**src/rtl/sd_arb_pkg.sv**
```systemverilog
// Shared types for the SD request arbiter: FSM states, operation kinds,
// default requester count and a one-hot to index helper.
package sd_arb_pkg;

   localparam int NREQ_DEFAULT = 3;

   typedef enum logic [1:0] {
      IDLE  = 2'd0,
      ISSUE = 2'd1,
      XFER  = 2'd2,
      DONE  = 2'd3
   } arb_state_e;

   typedef enum logic {
      OP_RD = 1'b0,
      OP_WR = 1'b1
   } arb_op_e;

   // Highest set bit wins; callers only pass one-hot or zero vectors.
   function automatic int onehot_idx(input logic [31:0] v);
      int r;
      r = 0;
      for (int i = 0; i < 32; i++) begin
         r = v[i] ? i : r;
      end
      return r;
   endfunction

endpackage

```
**src/rtl/sd_req_arbiter_rr_pick.sv**
```systemverilog
// Combinational round-robin selector: first set request after last_owner,
// wrapping around, reported one-hot with a valid flag.
module rr_pick
   import sd_arb_pkg::*;
#(
   parameter int NREQ = NREQ_DEFAULT,
   parameter int LW   = (NREQ > 1) ? $clog2(NREQ) : 1
) (
   input  logic [NREQ-1:0] req,
   input  logic [LW-1:0]   last_owner,
   output logic [NREQ-1:0] pick,
   output logic            valid
);

   function automatic logic [LW-1:0] wrap_idx(input int x);
      return LW'((x >= NREQ) ? (x - NREQ) : x);
   endfunction

   // Scan from last_owner+1; only the first hit is recorded.
   always_comb begin
      pick  = '0;
      valid = 1'b0;
      for (int i = 1; i <= NREQ; i++) begin
         pick[wrap_idx(int'(last_owner) + i)] = req[wrap_idx(int'(last_owner) + i)] & ~valid;
         valid = valid | req[wrap_idx(int'(last_owner) + i)];
      end
   end

endmodule

```
**src/rtl/sd_req_arbiter.sv**
```systemverilog
// Arbitrates virtual-drive sector requests onto the shared hps_io SD port.
// Optional ISSUE-state ack timeout with req_err: define SD_ARB_TIMEOUT_EN.
module sd_req_arbiter
   import sd_arb_pkg::*;
#(
   parameter int NREQ           = NREQ_DEFAULT,
   parameter int TIMEOUT_CYCLES = 1000000
) (
   input  logic                 clk_sys,
   input  logic                 reset,
   input  logic [NREQ-1:0]      req_rd,
   input  logic [NREQ-1:0]      req_wr,
   input  logic [NREQ-1:0][31:0] req_lba,
   input  logic [NREQ-1:0]      img_mounted,
   input  logic [NREQ-1:0]      sd_ack,
   output logic [NREQ-1:0]      sd_rd,
   output logic [NREQ-1:0]      sd_wr,
   output logic [31:0]          sd_lba,
   output logic [NREQ-1:0]      grant,
   output logic [NREQ-1:0]      req_done,
   output logic                 busy
`ifdef SD_ARB_TIMEOUT_EN
   ,
   output logic                 req_err
`endif
);

   localparam int LW = (NREQ > 1) ? $clog2(NREQ) : 1;

   arb_state_e       state_r, state_nxt_s;
   arb_op_e          op_s;
   logic [NREQ-1:0]  pend_rd_r, pend_wr_r, pend_rd_nxt_s, pend_wr_nxt_s;
   logic [NREQ-1:0]  clr_rd_s, clr_wr_s;
   logic [NREQ-1:0]  ack_prev_r;
   logic [LW-1:0]    last_owner_r, last_owner_nxt_s;
   logic [NREQ-1:0]  sd_rd_r, sd_wr_r, sd_rd_nxt_s, sd_wr_nxt_s;
   logic [NREQ-1:0]  grant_r, grant_nxt_s, done_r, done_nxt_s;
   logic [31:0]      sd_lba_r, sd_lba_nxt_s;
   logic             busy_r, busy_nxt_s;
   logic [NREQ-1:0]  pick_s;
   logic             pick_valid_s;
   logic [LW-1:0]    pick_idx_s, owner_idx_s;
   logic             ack_rise_s, ack_fall_s;
`ifdef SD_ARB_TIMEOUT_EN
   localparam int CW = $clog2(TIMEOUT_CYCLES + 1);
   logic [CW-1:0]    to_cnt_r, to_cnt_nxt_s;
   logic             err_r, err_nxt_s;
`endif

   rr_pick #(.NREQ(NREQ), .LW(LW)) u_rr_pick (
      .req        (pend_rd_r | pend_wr_r),
      .last_owner (last_owner_r),
      .pick       (pick_s),
      .valid      (pick_valid_s)
   );

   assign pick_idx_s  = LW'(onehot_idx(32'(pick_s)));
   assign owner_idx_s = LW'(onehot_idx(32'(grant_r)));
   // Acks from drives that do not own the port are masked out here.
   assign ack_rise_s  = |(sd_ack & ~ack_prev_r & grant_r);
   assign ack_fall_s  = |(~sd_ack & ack_prev_r & grant_r);
   assign op_s        = (|(pend_wr_r & pick_s)) ? OP_WR : OP_RD;

   // Next-state and next-output decode for the transfer FSM.
   always_comb begin
      state_nxt_s      = state_r;
      sd_rd_nxt_s      = sd_rd_r;
      sd_wr_nxt_s      = sd_wr_r;
      grant_nxt_s      = grant_r;
      sd_lba_nxt_s     = sd_lba_r;
      last_owner_nxt_s = last_owner_r;
      done_nxt_s       = '0;
      clr_rd_s         = '0;
      clr_wr_s         = '0;
`ifdef SD_ARB_TIMEOUT_EN
      to_cnt_nxt_s     = '0;
      err_nxt_s        = 1'b0;
`endif
      case (state_r)
         IDLE: begin
            if (pick_valid_s) begin
               state_nxt_s  = ISSUE;
               grant_nxt_s  = pick_s;
               sd_lba_nxt_s = req_lba[pick_idx_s];
               if (op_s == OP_WR) begin
                  sd_wr_nxt_s = pick_s;
                  clr_wr_s    = pick_s;
               end else begin
                  sd_rd_nxt_s = pick_s;
                  clr_rd_s    = pick_s;
               end
            end else begin
               state_nxt_s = IDLE;
            end
         end
         ISSUE: begin
            if (ack_rise_s) begin
               sd_rd_nxt_s = '0;
               sd_wr_nxt_s = '0;
               state_nxt_s = XFER;
            end
`ifdef SD_ARB_TIMEOUT_EN
            else if (to_cnt_r == CW'(TIMEOUT_CYCLES - 1)) begin
               sd_rd_nxt_s = '0;
               sd_wr_nxt_s = '0;
               done_nxt_s  = grant_r;
               err_nxt_s   = 1'b1;
               state_nxt_s = DONE;
            end
`endif
            else begin
               state_nxt_s = ISSUE;
`ifdef SD_ARB_TIMEOUT_EN
               to_cnt_nxt_s = to_cnt_r + CW'(1);
`endif
            end
         end
         XFER: begin
            if (ack_fall_s) begin
               done_nxt_s  = grant_r;
               state_nxt_s = DONE;
            end else begin
               state_nxt_s = XFER;
            end
         end
         DONE: begin
            grant_nxt_s      = '0;
            last_owner_nxt_s = owner_idx_s;
            state_nxt_s      = IDLE;
         end
         default: begin
            state_nxt_s = IDLE;
            sd_rd_nxt_s = '0;
            sd_wr_nxt_s = '0;
            grant_nxt_s = '0;
         end
      endcase
   end

   // A request pulse beats both the grant clear and a mount clear in the same cycle.
   always_comb begin
      pend_rd_nxt_s = (pend_rd_r & ~clr_rd_s & ~img_mounted) | req_rd;
      pend_wr_nxt_s = (pend_wr_r & ~clr_wr_s & ~img_mounted) | req_wr;
      busy_nxt_s    = (|(pend_rd_nxt_s | pend_wr_nxt_s)) | (state_nxt_s != IDLE);
   end

   // FSM state register.
   always_ff @(posedge clk_sys) begin
      if (reset) begin
         state_r <= IDLE;
      end else begin
         state_r <= state_nxt_s;
      end
   end

   // Pending bits, ack history and registered outputs.
   always_ff @(posedge clk_sys) begin
      if (reset) begin
         pend_rd_r    <= '0;
         pend_wr_r    <= '0;
         ack_prev_r   <= '0;
         last_owner_r <= LW'(NREQ - 1);
         sd_rd_r      <= '0;
         sd_wr_r      <= '0;
         grant_r      <= '0;
         done_r       <= '0;
         sd_lba_r     <= 32'd0;
         busy_r       <= 1'b0;
`ifdef SD_ARB_TIMEOUT_EN
         to_cnt_r     <= '0;
         err_r        <= 1'b0;
`endif
      end else begin
         pend_rd_r    <= pend_rd_nxt_s;
         pend_wr_r    <= pend_wr_nxt_s;
         ack_prev_r   <= sd_ack;
         last_owner_r <= last_owner_nxt_s;
         sd_rd_r      <= sd_rd_nxt_s;
         sd_wr_r      <= sd_wr_nxt_s;
         grant_r      <= grant_nxt_s;
         done_r       <= done_nxt_s;
         sd_lba_r     <= sd_lba_nxt_s;
         busy_r       <= busy_nxt_s;
`ifdef SD_ARB_TIMEOUT_EN
         to_cnt_r     <= to_cnt_nxt_s;
         err_r        <= err_nxt_s;
`endif
      end
   end

   assign sd_rd    = sd_rd_r;
   assign sd_wr    = sd_wr_r;
   assign sd_lba   = sd_lba_r;
   assign grant    = grant_r;
   assign req_done = done_r;
   assign busy     = busy_r;
`ifdef SD_ARB_TIMEOUT_EN
   assign req_err  = err_r;
`endif

endmodule

```
**config.mk**
```make
export PLATFORM = sky130hd
export DESIGN_NAME = sd_req_arbiter
export DESIGN_NICKNAME = d
export VERILOG_FILES = /design/src/rtl/sd_arb_pkg.sv /design/src/rtl/sd_req_arbiter_rr_pick.sv /design/src/rtl/sd_req_arbiter.sv
export SDC_FILE = /design/constraint.sdc
export NUM_CORES = 1
export LEC_CHECK = 0
export BUFFER_PORTS_ARGS = -buffer_cell sky130_fd_sc_hd__buf_2
export CAP_MARGIN = 10
export CELL_PAD_IN_SITES_DETAIL_PLACEMENT = 1
export CELL_PAD_IN_SITES_GLOBAL_PLACEMENT = 1
export CORE_MARGIN = 2
export CORE_UTILIZATION = 33
export DETAILED_ROUTE_END_ITERATION = 12
export PLACE_DENSITY_LB_ADDON = 0.1
export SYNTH_ARGS = -nofsm -noshare
export SYNTH_HDL_FRONTEND = slang
export SYNTH_SLANG_ARGS = --single-unit
```
**constraint.sdc**
```tcl
create_clock -name clk_sys -period 3.9 [get_ports clk_sys]
set_clock_uncertainty 0.05 [all_clocks]
set_input_delay 0.195 -clock clk_sys [delete_from_list [all_inputs] [get_ports clk_sys]]
set_output_delay 0.195 -clock clk_sys [all_outputs]
set_load 0.02 [all_outputs]
```
==> key figures <==
Pwr
  – Sequential share of power: 36.0%
  – VDD IR max: 0.2192 mV
  – Pleak: 2.042 nW
  – Power density cells: 453.4 mW/mm²
  – Net Sw Power: 0.6552 mW
  – Clock Power Share: 33.6%
  – Sw Share: 33.02%
  – Internal: 1.329 mW
  – Combinational Power Share: 30.4%

Critical path
  – Crit path cell chain: inv_1 > ha_1 > or2_2 > o32a_1 > o41ai_1 > a21o_2 > buf_12 > mux2i_1 > a211o_1 > a21oi_1
  – Worst EP arrival: 3540 ps
  – Startpoint Class: flop
  – Crit path buffers/inverters: 2
  – Setup crit start: last_owner_r[0]
  – Worst EP required: 4110 ps
  – Crit-path max cell delay: 470 ps
  – Slowest-stage cell, CP: dfxtp_1
  – CP Class: reg -> reg
  – Reg2reg start: last_owner_r[0]
  – Max FO, Critical Path: 23
  – CP Capture Type: flop
  – Crit-path leading delay family: compound AO/OA/AOI/OAI gates

Finish
  – FILL cells: 1236
  – Final net count: 650
  – Commonest cells after routing, fill and taps aside: 154 x buf_2, 58 x dfxtp_1, 52 x nor2_1
  – Fraction of layout cells with a size suffix above 1: 34.88%
  – Diode count: 0
  – Final Cell Area: 0.004375 mm²
  – Commonest non-fill, non-tap cell in the layout: buf_2
  – Area Overhead vs Synth: 32.36%

Global routing
  – Largest net degree at the start of global routing: 74
  – Tot GR Track Use: 19.75%
  – Vias in the first global route: 3479
  – Initial antenna violation count: 0
  – GR Overflow Total: 0
  – First-pass GRT wire length: 17270 µm

Logic synthesis
  – Post-Syn Nets: 512
  – Seq/Total Area, Yosys: 35.12%
  – Synth unique cells: 57
  – Top_reg_cell synth: dfxtp_1
  – Synth top area share: 35.12%
  – Area contributors post-synth: dfxtp_1 35%, mux2i_1 9.7%, a211o_1 9.0%
  – Post-synthesis average cell area: 8.348 µm²
  – Number of synthesized flops with an enable pin: 0
  – Post-synth top area cell: dfxtp_1
  – Ys async rst share: 0%
  – Synth Cell Area: 0.003306 mm²
  – Cell count after synthesis: 396
  – YS warnings: 0
  – Seq cells post-synth: 58

Die
  – Row count: 36
  – Die Footprint: 0.01083 mm²
  – Die Y: 104.1 µm
  – Die X: 104.1 µm
  – # IOs: 155
  – CORE AREA: 0.009729 mm²
  – Initial Util: 33.98%

CTS
  – Post-cts hold buffer count: 0
  – Clk sinks: 58
  – CTS H-tree lvls: 3
  – Root Buffer: clkbuf_8
  – Reg clk slew, reported paths: 80 ps
  – Max Buffers Root-to-Sink: 2
  – Post-CTS Setup Bufs: 0
  – CTS tree: done
  – Num CTS Buffers: 9
  – CTS resizes: 0
  – Clk_lat worst skew: 340 ps

Routing
  – Final ANT Viol Nets: 0
  – WL final: 10550 µm
  – Vias per std cell: 5.060
  – DR WL/cell: 15.70 µm
  – DRT Pass-1 Iters: 4
  – Initial DRC count: 95
  – Drt drc: 0
  – Routed vias: 3400

Timing
  – Crit path time final: 3335 ps
  – Final Hold Viols: 0
  – Fmax: 299.9 MHz
  – Worst-Margin Slew: 1111 ps
  – Max Transition Viols Final: 0
  – Final worst-path cycle share: 85.51%
  – Setup_tns: 0 ps
  – RSZ-0062 raised after global routing: false
  – Setup violators final: 0
  – Relative slew slack: 25.93%

Placement
  – Final GP Congestion: 0.8817
  – IO buf count: 154
  – Area after DPL: 0.004138 mm²
  – Post-DP HPWL: 7868 µm

Min path
  – Worst Hold Class: in -> reg
  – HP Start: req_wr[0]

Status
  – Run status: complete, no violations

Run
  – Max-Cap Viols: 0
## synth_stat cells (all sizes together), types with 3 or more instances
cell type and n:
dfxtp 58, nor2 53, a21oi 43, nand2 41, a211o 34, mux2i 32
buf 16, clkbuf 14, inv 14, a31oi 7, nor3 7, ha 6
nand3 5, nand2b 4, nand3b 4, nor2b 4, o211ai 4, o21ai 4
and2 3, nor3b 3, o2bb2ai 3, or2 3, or3 3, or4 3
## worst min-delay path, stage by stage
cell,delay (ps)
buf_2,80
a31oi_1,50
nor2_1,70
## final timing paths
kind	endpoint	slack [ps]	cells after the start
hold / removal	pend_wr_r[0]	40	3
setup reg to reg	sd_lba[13]	570	10
hold reg to reg	sd_lba[23]	400	2
setup / recovery	sd_lba[13]	570	10
## sequential cells by signal (all words and copies together) (netlist names)
| signal | count |
|---|---|
| sd_lba | 32 |
| ack_prev_r | 3 |
| grant | 3 |
| pend_rd_r | 3 |
| pend_wr_r | 3 |
| req_done | 3 |
| sd_rd | 3 |
| sd_wr | 3 |
| last_owner_r | 2 |
| state_r | 2 |
| busy | 1 |
## cell type report
cell class | instances | area, µm² | share of cell area (%)
Sequential cell | 58 | 1161 | 26.54
Tap cell | 133 | 166.4 | 3.803
Clock buffer | 12 | 165.2 | 3.775
Inverter | 14 | 52.55 | 1.201
Multi-Input combinational cell | 294 | 1927 | 44.04
Clock inverter | 4 | 72.57 | 1.659
Timing Repair Buffer | 157 | 830.8 | 18.99
## cell families (layout without fill, tap and decap cells)
kind of cell    count (synthesis)  after routing  synth area share, %
buf+inv                        44            187                7.418
compound gates                117            117                25.66
mux                            32             32                9.690
fa+ha+maj                       6              6                2.271
flops                          58             58                35.12
simple gates                  139            139                19.83
## power groups by stage
stage / clock [mW] / combinational, mW / sequential, mW
global placement: 0 / 0.604 / 0.725
detailed placement: 0 / 0.612 / 0.728
finish: 0.666 / 0.603 / 0.714
CTS: 0.692 / 0.614 / 0.715
global route: 0.714 / 0.663 / 0.726
floorplan: 0 / 0.345 / 0.795
## metrics by stage
stage / util [%] / power (mW) / std cells / setup slack [ps] / hold slack [ps]
finish: 44.97 / 1.984 / 672 / 565.1 / 42.63
global route: 44.97 / 2.103 / 672 / 149.8 / 38.20
CTS: 44.97 / 2.020 / 672 / 552.3 / 17.64
detailed placement: 42.53 / 1.340 / 656 / 553.1 / 386.9
global placement: 42.53 / 1.329 / 656 / 698.4 / 369.8
floorplan: - / 1.140 / 396 / 1115 / 262.7
## layer usage
| layer | up-vias | GRT usage (%) | share of wire (%) |
|---|---|---|---|
| met5 | - | 0 | 0 |
| met4 | 0 | 5.502 | 0.72 |
| met3 | 5 | 6.704 | 7.3 |
| met2 | 104 | 34.40 | 50 |
| met1 | 1594 | 23.06 | 42 |
| li1 | 1697 | - | - |
Note: power is estimated with default switching activity, not from simulation.
